===== config.mk =====
export PLATFORM = sky130hd
export DESIGN_NAME = block_accumulator
export DESIGN_NICKNAME = d
export VERILOG_FILES = /design/src/rtl/block_accumulator.sv
export SDC_FILE = /design/constraint.sdc
export NUM_CORES = 1
export LEC_CHECK = 0
export ABC_AREA = 1
export CORE_UTILIZATION = 56
export DETAILED_ROUTE_END_ITERATION = 8
export PLACE_DENSITY = 0.87
export SLEW_MARGIN = 20
export SYNTH_ARGS = -nofsm -noshare
export SYNTH_HDL_FRONTEND = slang
export SYNTH_SLANG_ARGS = --single-unit

===== constraint.sdc =====
create_clock -name clock -period 4.5 [get_ports clock]
set_input_delay 1.35 -clock clock [delete_from_list [all_inputs] [get_ports clock]]
set_output_delay 1.35 -clock clock [all_outputs]
set_load 0.005 [all_outputs]

===== src/rtl/block_accumulator.sv =====
// block_accumulator: sums a runtime-programmable number of partial-product blocks
// lane by lane into a LANES-wide result, then holds the result until it is accepted.
//
// Ports:
//   clock            single clock, rising edge
//   reset            synchronous active-low reset
//   input_1          partial block, lane i = [i*DATA_W +: DATA_W]
//   systolic_done    input-valid strobe (accepted when in_ready=1)
//   block_count      blocks per result, latched on the first accept (0 treated as 1)
//   out_ready        downstream accepts the result
//   in_ready         a block can be accepted (not in DONE)
//   busy             accumulating (ACCUM)
//   accumulator_done result valid on out
//   overflow         per-lane sticky overflow for the current result
//   out              accumulated result, lane i = [i*ACC_W +: ACC_W]
module block_accumulator #(
  parameter int unsigned LANES    = 16,
  parameter int unsigned DATA_W   = 16,
  parameter int unsigned ACC_W    = 16,
  parameter int unsigned SIGNED   = 0,
  parameter int unsigned SATURATE = 0,
  parameter int unsigned CNT_W    = 8
) (
  input  logic                     clock,
  input  logic                     reset,
  input  logic [LANES*DATA_W-1:0]  input_1,
  input  logic                     systolic_done,
  input  logic [CNT_W-1:0]         block_count,
  input  logic                     out_ready,
  output logic                     in_ready,
  output logic                     busy,
  output logic                     accumulator_done,
  output logic [LANES-1:0]         overflow,
  output logic [LANES*ACC_W-1:0]   out
);

  localparam logic [1:0] StIdle  = 2'd0;
  localparam logic [1:0] StAccum = 2'd1;
  localparam logic [1:0] StDone  = 2'd2;

  logic [1:0]             state_q, state_d;
  logic [CNT_W-1:0]       cnt_q, cnt_d;
  logic [CNT_W-1:0]       num_q, num_d;
  logic [LANES*ACC_W-1:0] acc_q, acc_d;
  logic [LANES-1:0]       ovf_q, ovf_d;

  logic [LANES*ACC_W-1:0] lane_sum;
  logic [LANES-1:0]       lane_ovf;

  for (genvar i = 0; i < LANES; i++) begin : g_lane
    logic [DATA_W-1:0] din;
    logic [ACC_W-1:0]  ext;
    logic [ACC_W-1:0]  base;
    logic [ACC_W:0]    base_x, ext_x, sum;
    logic [ACC_W-1:0]  res;
    logic              ovf;

    assign din = input_1[i*DATA_W +: DATA_W];

    if (SIGNED != 0) begin : g_sext
      assign ext = ACC_W'($signed(din));
    end else begin : g_zext
      assign ext = ACC_W'(din);
    end

    // The first accept of a sequence starts from zero rather than the held result.
    assign base = (state_q == StIdle) ? '0 : acc_q[i*ACC_W +: ACC_W];

    // One guard bit: carry for unsigned, duplicated sign for signed.
    assign base_x = {(SIGNED != 0) & base[ACC_W-1], base};
    assign ext_x  = {(SIGNED != 0) & ext[ACC_W-1], ext};
    assign sum    = base_x + ext_x;

    always_comb begin
      if (SIGNED != 0) begin
        // Guard and sign bits disagree only when like-signed operands overflow.
        ovf = sum[ACC_W] ^ sum[ACC_W-1];
      end else begin
        ovf = sum[ACC_W];
      end
      res = sum[ACC_W-1:0];
      if ((SATURATE != 0) && ovf) begin
        if (SIGNED != 0) begin
          res = base[ACC_W-1] ? {1'b1, {(ACC_W-1){1'b0}}} : {1'b0, {(ACC_W-1){1'b1}}};
        end else begin
          res = '1;
        end
      end
    end

    assign lane_sum[i*ACC_W +: ACC_W] = res;
    assign lane_ovf[i]                = ovf;
  end

  always_comb begin
    state_d = state_q;
    cnt_d   = cnt_q;
    num_d   = num_q;
    acc_d   = acc_q;
    ovf_d   = ovf_q;
    case (state_q)
      StIdle: begin
        if (systolic_done) begin
          acc_d   = lane_sum;
          ovf_d   = '0;
          cnt_d   = CNT_W'(1);
          num_d   = (block_count == '0) ? CNT_W'(1) : block_count;
          state_d = (num_d == CNT_W'(1)) ? StDone : StAccum;
        end
      end
      StAccum: begin
        if (systolic_done) begin
          acc_d = lane_sum;
          ovf_d = ovf_q | lane_ovf;
          cnt_d = cnt_q + CNT_W'(1);
          if (cnt_d == num_q) begin
            state_d = StDone;
          end
        end
      end
      StDone: begin
        // Producer stalls on in_ready; systolic_done is ignored here.
        if (out_ready) begin
          state_d = StIdle;
        end
      end
      default: state_d = StIdle;
    endcase
  end

  always_ff @(posedge clock) begin
    if (!reset) begin
      state_q <= StIdle;
      cnt_q   <= '0;
      num_q   <= '0;
      acc_q   <= '0;
      ovf_q   <= '0;
    end else begin
      state_q <= state_d;
      cnt_q   <= cnt_d;
      num_q   <= num_d;
      acc_q   <= acc_d;
      ovf_q   <= ovf_d;
    end
  end

  assign in_ready         = (state_q != StDone);
  assign busy             = (state_q == StAccum);
  assign accumulator_done = (state_q == StDone);
  assign overflow         = ovf_q;
  assign out              = acc_q;

endmodule

### After elaboration in Yosys (flattened, before gate mapping)

Index checks and enable logic that the tools add are counted.
W data, S select, Z words.

| storage, ports and cells | value |
|---|---|
| flip-flop bits (word level) | 290 |
| input bits | 268 |
| word-level logic and storage cells | 69 |

| cells by class | value |
|---|---|
| $add $sub $neg | 17 |
| equality and inequality tests | 9 |
| multiplexer cells | 29 |
| bitwise logic cells | 1 |
| reduce and logical (&&, ||, !) cells | 8 |

Operators with widths:

| cell | number |
|---|---|
| $mux W16 | 18 |
| $add A16 B16 Y17 | 16 |
| $pmux W16 S2 | 1 |
| $mux W8 | 3 |
| $or A16 B16 Y16 | 1 |
| $pmux W8 S2 | 1 |
| $mux W2 | 5 |
| $add A8 B1 Y8 const B | 1 |
| $eq A8 B1 Y1 const B | 1 |
| $eq A8 B8 Y1 | 1 |
| $logic_not A8 Y1 | 1 |
| $ne A2 B2 Y1 const B | 4 |
| $pmux W2 S3 | 1 |
| $reduce_and A2 Y1 | 2 |
| $reduce_and A4 Y1 | 1 |
| $reduce_and A3 Y1 | 1 |
| $eq A2 B1 Y1 const B | 1 |
| $eq A2 B2 Y1 const B | 1 |
| $logic_not A2 Y1 | 1 |
| $ne A2 B1 Y1 const B | 1 |
| $reduce_bool A2 Y1 | 1 |
| $reduce_or A2 Y1 | 1 |

### Longest topological paths before layout

| logic depth | value |
|---|---|
| depth after elaboration | 6 |
| gate-level depth with buffers | 17 |
| gate-level depth less buffers | 15 |

### Worst setup path before layout

Ideal clock, no wire load.

| timing path | value |
|---|---|
| path type | in2reg |
| start point | input input_1[208] |
| end point | register acc_q[218], in the netlist out[218] |
| library setup time | 0.115 ns |
| arrival time | 2.861 ns |
| required time | 4.385 ns |
| setup slack | 1.524 ns |
| cell stages on the path | 11 |
| path buffers | 0 |
| cell sequence | ha_1 > fa_1 > nand3_1 > nand3_1 > a21oi_1 > nor2_1 > nand2_1 > nand2_1 > xor2_1 > o21ai_0 > inv_1 |

| between the ends | value |
|---|---|
| word-level cells in the longest chain between the ends | 1 |

RTL lines:

| element | RTL line | source |
|---|---|---|
| start, declared | 26 | `input logic [LANES*DATA_W-1:0] input_1,` |
| $add A16 B16 Y17 | 72 | `assign sum = base_x + ext_x;` |
| end signal, assigned | 136 | `acc_q <= '0;` |
| end signal, assigned | 142 | `acc_q <= acc_d;` |
| end, declared | 44 | `logic [LANES*ACC_W-1:0] acc_q, acc_d;` |

Every way passes these cells.
A chain may end at the register's enable or synchronous reset.

### Final worst setup path

| timing path | value |
|---|---|
| start point | register state_q[1] |
| end point | output accumulator_done |

| between the ends | value |
|---|---|
| word-level cells in the longest chain between the ends | 1 |

RTL lines:

| element | RTL line | source |
|---|---|---|
| start, declared | 41 | `logic [1:0] state_q, state_d;` |
| start signal, assigned | 133 | `state_q <= StIdle;` |
| start signal, assigned | 139 | `state_q <= state_d;` |
| $eq A2 B2 Y1 | 149 | `assign accumulator_done = (state_q == StDone);` |
| end, declared | 32 | `output logic accumulator_done,` |

Every way passes these cells.

==> metrics.txt <==
# TYPE chip_impl_metric gauge
chip_impl_metric{name="cts.sinks",unit=""} 290
chip_impl_metric{name="ant_nets",unit=""} 0
chip_impl_metric{name="timing.final.crit_share",unit="%"} 74.2
chip_impl_metric{name="global_route_wire_length_before_repair",unit="um"} 126000
chip_impl_metric{name="finalSetupViolations",unit=""} 0
chip_impl_metric{name="core_region_area",unit="mm2"} 0.0431
chip_impl_metric{name="post-route-min-period",unit="ns"} 3.34
chip_impl_metric{name="crit_path_max_incr_delay",unit="ns"} 0.57
chip_impl_info{name="outcome",value="complete, no violations"} 1
chip_impl_metric{name="cts.reportedPaths.clkPinSlew",unit="ns"} 0.06
chip_impl_metric{name="post_dr_wirelength_cell",unit="um"} 16.1
chip_impl_metric{name="finalMaxSlewViolations",unit=""} 0
chip_impl_metric{name="max-slew-margin-rel",unit="%"} 39.3
chip_impl_metric{name="critical_path_peak_fanout",unit=""} 6
chip_impl_metric{name="async_flop_share",unit="%"} 0
chip_impl_metric{name="hold-worst-slack",unit="ns"} 0.471
chip_impl_metric{name="die_x",unit="um"} 211
chip_impl_metric{name="initial_core_util",unit="%"} 56.8
chip_impl_metric{name="syn_area_per_cell",unit="um2"} 6.37
chip_impl_metric{name="detailed_route_drc_error_count",unit=""} 0
chip_impl_metric{name="post-cts-setup-buffer-count",unit=""} 0
chip_impl_metric{name="timing.critical_path.buf_inv",unit=""} 2
chip_impl_metric{name="cts_h_tree_depth",unit=""} 2
chip_impl_metric{name="vias_in_the_first_global_route",unit=""} 24600
chip_impl_metric{name="half_perimeter_wire_length_after_detailed_placement",unit="um"} 59900
chip_impl_metric{name="synth_warnings",unit=""} 0
chip_impl_metric{name="power_density",unit="mW/mm2"} 302
chip_impl_metric{name="fin_skew",unit="ns"} 0.00980
chip_impl_metric{name="syn-instance-count",unit=""} 3839
chip_impl_metric{name="std_cell_rows",unit=""} 76
chip_impl_info{name="critPathSlowestCell",value="sky130_fd_sc_hd__clkdlybuf4s50_1"} 1
chip_impl_metric{name="synth-seq-area-share",unit="%"} 23.7
chip_impl_metric{name="timing_worst_slew_pin_value",unit="ns"} 0.911
chip_impl_metric{name="maxClockFrequency",unit="MHz"} 300
chip_impl_metric{name="drt_wl_total",unit="um"} 79800
chip_impl_metric{name="design.portCount",unit=""} 543
chip_impl_info{name="cts_tree",value="yes"} 1
chip_impl_info{name="synth_top_flop_cell",value="sky130_fd_sc_hd__dfxtp_1"} 1
chip_impl_metric{name="die_area",unit="mm2"} 0.0445
chip_impl_metric{name="max_cap_viol_count",unit=""} 0
chip_impl_metric{name="cts-buffers-inserted",unit=""} 39
chip_impl_metric{name="number_of_antenna_violations_at_the_first_check_in_global_routing",unit=""} 16
chip_impl_metric{name="mappedNetlistNets",unit=""} 4380
chip_impl_metric{name="overflow",unit=""} 0
chip_impl_metric{name="netlist-cell-type-count",unit=""} 36
chip_impl_metric{name="globalRouteTotalUtil",unit="%"} 35.0
chip_impl_info{name="startpoint_to_endpoint_class_of_the_critical_path",value="register to primary output"} 1
chip_impl_info{name="start_kind",value="register"} 1
chip_impl_info{name="end_kind",value="primary output"} 1
chip_impl_info{name="worstSetupStartpoint",value="state_q[1]"} 1
chip_impl_info{name="crit_chain",value="inv_2 > nor2_1 > clkdlybuf4s50_1"} 1
chip_impl_info{name="rsz_0062_raised_after_global_routing",value="false"} 1
chip_impl_metric{name="detailed_place.area",unit="mm2"} 0.0303
chip_impl_info{name="master_cell_of_the_clock_root_buffer",value="sky130_fd_sc_hd__clkbuf_16"} 1
chip_impl_metric{name="routed_via_density",unit=""} 5.35
chip_impl_metric{name="design.final.nets",unit=""} 4861
chip_impl_metric{name="synth_top_area_share",unit="%"} 23.7
chip_impl_info{name="yosys-top-cells-area",value="sky130_fd_sc_hd__dfxtp_1, sky130_fd_sc_hd__ha_1, sky130_fd_sc_hd__inv_1"} 1
chip_impl_metric{name="cp_data_arrival_time",unit="ns"} 1.99
chip_impl_metric{name="worstSkewPairLatency",unit="ns"} 0.56
chip_impl_metric{name="drt_iter0_markers",unit=""} 1858
chip_impl_metric{name="setup_tns",unit="ns"} 0
chip_impl_metric{name="cts_resized",unit=""} 0
chip_impl_metric{name="cts.hold.buffers_added",unit=""} 0
chip_impl_metric{name="port_buffers",unit=""} 542
chip_impl_metric{name="firstDrtPassIters",unit=""} 5
chip_impl_metric{name="ys_seq_elements",unit=""} 290
chip_impl_metric{name="final_area",unit="mm2"} 0.0317
chip_impl_metric{name="synth_enable_flop_cells",unit=""} 0
chip_impl_info{name="synth_top_cell_by_area",value="sky130_fd_sc_hd__dfxtp_1"} 1
chip_impl_metric{name="drive_gt1_share",unit="%"} 2.83
chip_impl_info{name="worst_r2r_startpoint",value="state_q[1]"} 1
chip_impl_metric{name="timing.critical_path.required",unit="ns"} 3.15
chip_impl_info{name="worstHoldStart",value="out[80]"} 1
chip_impl_metric{name="cts-root-to-sink-buffers",unit=""} 3
chip_impl_metric{name="synth.cell_area",unit="mm2"} 0.0245
chip_impl_metric{name="final-hold-violation-count",unit=""} 0
chip_impl_info{name="path_delay_family",value="buffers and inverters"} 1
chip_impl_metric{name="pin_count_of_the_biggest_net_entering_global_routing",unit=""} 169
chip_impl_metric{name="die_height",unit="um"} 211
chip_impl_metric{name="flow.area_growth_from_synthesis",unit="%"} 29.4
chip_impl_info{name="min-delay-path-class",value="register to register"} 1
chip_impl_metric{name="total_leakage_power",unit="nW"} 16.4
chip_impl_metric{name="overall_via_count_from_detail_route",unit=""} 26500
chip_impl_metric{name="peakVddDrop",unit="uV"} 241
chip_impl_metric{name="gpl.final_weighted_congestion",unit=""} 0.962
logic make-up (layout without fill, tap and decap cells):
kind of cell    after synthesis  in the layout  synth area share (%)
flops                       290            290                  23.7
compound gates              923            923                  20.6
simple gates               1396           1396                  23.1
xor+xnor                    147            147                  5.26
other cells                   0             13                     0
buf+inv                     810           1321                  12.9
fa+ha+maj                   273            273                  14.5
metal layers:
layer,wire [um],GRT usage [%],vias up
met5,44,0,-
met4,3680,16.0,6
met3,6620,8.50,204
met2,36000,57.3,955
met1,33400,43.3,12000
li1,-,-,13400
power breakdown:
part           internal (mW)  leakage (nW)  switching [mW]
clock                   1.95         0.664            1.27
sequential              2.84          2.41           0.176
combinational           1.47          13.4            1.86
synthesized netlist by cell type, types with 2 or more instances:
| library cell | n |
|---|---|
| sky130_fd_sc_hd__a21boi_0 | 14 |
| sky130_fd_sc_hd__nor2_1 | 504 |
| sky130_fd_sc_hd__xor2_1 | 98 |
| sky130_fd_sc_hd__o21ai_0 | 284 |
| sky130_fd_sc_hd__a21oi_1 | 458 |
| sky130_fd_sc_hd__xnor2_1 | 49 |
| sky130_fd_sc_hd__nor2_2 | 5 |
| sky130_fd_sc_hd__inv_2 | 2 |
| sky130_fd_sc_hd__nand3_1 | 199 |
| sky130_fd_sc_hd__nor3_1 | 62 |
| sky130_fd_sc_hd__buf_6 | 12 |
| sky130_fd_sc_hd__buf_2 | 23 |
| sky130_fd_sc_hd__ha_1 | 257 |
| sky130_fd_sc_hd__nand4_1 | 16 |
| sky130_fd_sc_hd__a21o_1 | 59 |
| sky130_fd_sc_hd__a31oi_1 | 18 |
| sky130_fd_sc_hd__inv_1 | 688 |
| sky130_fd_sc_hd__o21bai_1 | 34 |
| sky130_fd_sc_hd__a21oi_2 | 20 |
| sky130_fd_sc_hd__buf_1 | 4 |
| sky130_fd_sc_hd__o21ai_1 | 27 |
| sky130_fd_sc_hd__nand2_1 | 604 |
| sky130_fd_sc_hd__fa_1 | 16 |
| sky130_fd_sc_hd__clkbuf_1 | 79 |
| sky130_fd_sc_hd__nand3b_1 | 2 |
| sky130_fd_sc_hd__o21bai_2 | 6 |
| sky130_fd_sc_hd__dfxtp_1 | 290 |
final cells by class:
cell class | count | area [um2]
Clock inverter | 15 | 128
Tap cell | 585 | 732
Fill cell | 3541 | 11400
Inverter | 691 | 2600
Timing Repair Buffer | 559 | 5660
Clock buffer | 56 | 1190
Antenna cell | 13 | 32.5
Sequential cell | 290 | 5810
Multi-Input combinational cell | 2739 | 15500
layout by cell type, fill, tap and decap left out, types with 20 or more instances in the layout:
cell type | synthesis | final
sky130_fd_sc_hd__xor2_1 | 98 | 98
sky130_fd_sc_hd__o21ai_0 | 284 | 284
sky130_fd_sc_hd__o21bai_1 | 34 | 34
sky130_fd_sc_hd__ha_1 | 257 | 257
sky130_fd_sc_hd__nand2_1 | 604 | 604
sky130_fd_sc_hd__a21oi_2 | 20 | 20
sky130_fd_sc_hd__nand3_1 | 199 | 199
sky130_fd_sc_hd__a21oi_1 | 458 | 458
sky130_fd_sc_hd__nor2_1 | 504 | 503
sky130_fd_sc_hd__dfxtp_1 | 290 | 290
sky130_fd_sc_hd__o21ai_1 | 27 | 27
sky130_fd_sc_hd__xnor2_1 | 49 | 49
sky130_fd_sc_hd__nor3_1 | 62 | 62
sky130_fd_sc_hd__inv_1 | 688 | 688
sky130_fd_sc_hd__clkbuf_16 | 0 | 41
sky130_fd_sc_hd__clkdlybuf4s50_1 | 0 | 541
sky130_fd_sc_hd__a21o_1 | 59 | 59
through the flow:
| step | power [mW] | instances | util, % | worst slack (ns) |
|---|---|---|---|---|
| floorplan | 5.00 | 3839 | - | 1.52 |
| global placement | 6.27 | 4864 | 70.4 | 0.916 |
| detailed placement | 6.32 | 4864 | 70.4 | 0.835 |
| CTS | 9.57 | 4935 | 73.4 | 1.15 |
| global route | 10.1 | 4948 | 73.5 | 1.11 |
| finish | 9.57 | 4948 | 73.5 | 1.16 |
worst register-to-register path: stages (launching register included):
cell	delay (ns)
sky130_fd_sc_hd__dfxtp_1	0.38
sky130_fd_sc_hd__nor2_4	0.48
sky130_fd_sc_hd__buf_12	0.31
sky130_fd_sc_hd__buf_12	0.26
sky130_fd_sc_hd__nor2_1	0.11
sky130_fd_sc_hd__fa_1	0.42
sky130_fd_sc_hd__nand3_1	0.11
sky130_fd_sc_hd__nand3_1	0.18
sky130_fd_sc_hd__a21oi_2	0.32
sky130_fd_sc_hd__nor2_1	0.08
sky130_fd_sc_hd__nand2_1	0.06
sky130_fd_sc_hd__nand2_1	0.05
sky130_fd_sc_hd__xor2_1	0.14
sky130_fd_sc_hd__o21ai_0	0.14
sky130_fd_sc_hd__inv_1	0.06
state kept, by name (all words and copies together), names as in the netlist:
| register | cells |
|---|---|
| out | 256 |
| cnt_q | 8 |
| num_q | 8 |
| state_q | 2 |
| overflow | 16 |
final timing paths:
path | end | slack (ns) | depth (start not counted)
setup reg to reg | out[122] | 1.27 | 14
hold / removal | out[80] | 0.47 | 2
setup / recovery | accumulator_done | 1.16 | 3
hold reg to reg | out[80] | 0.47 | 2
Power figures use the tool's default switching activity.
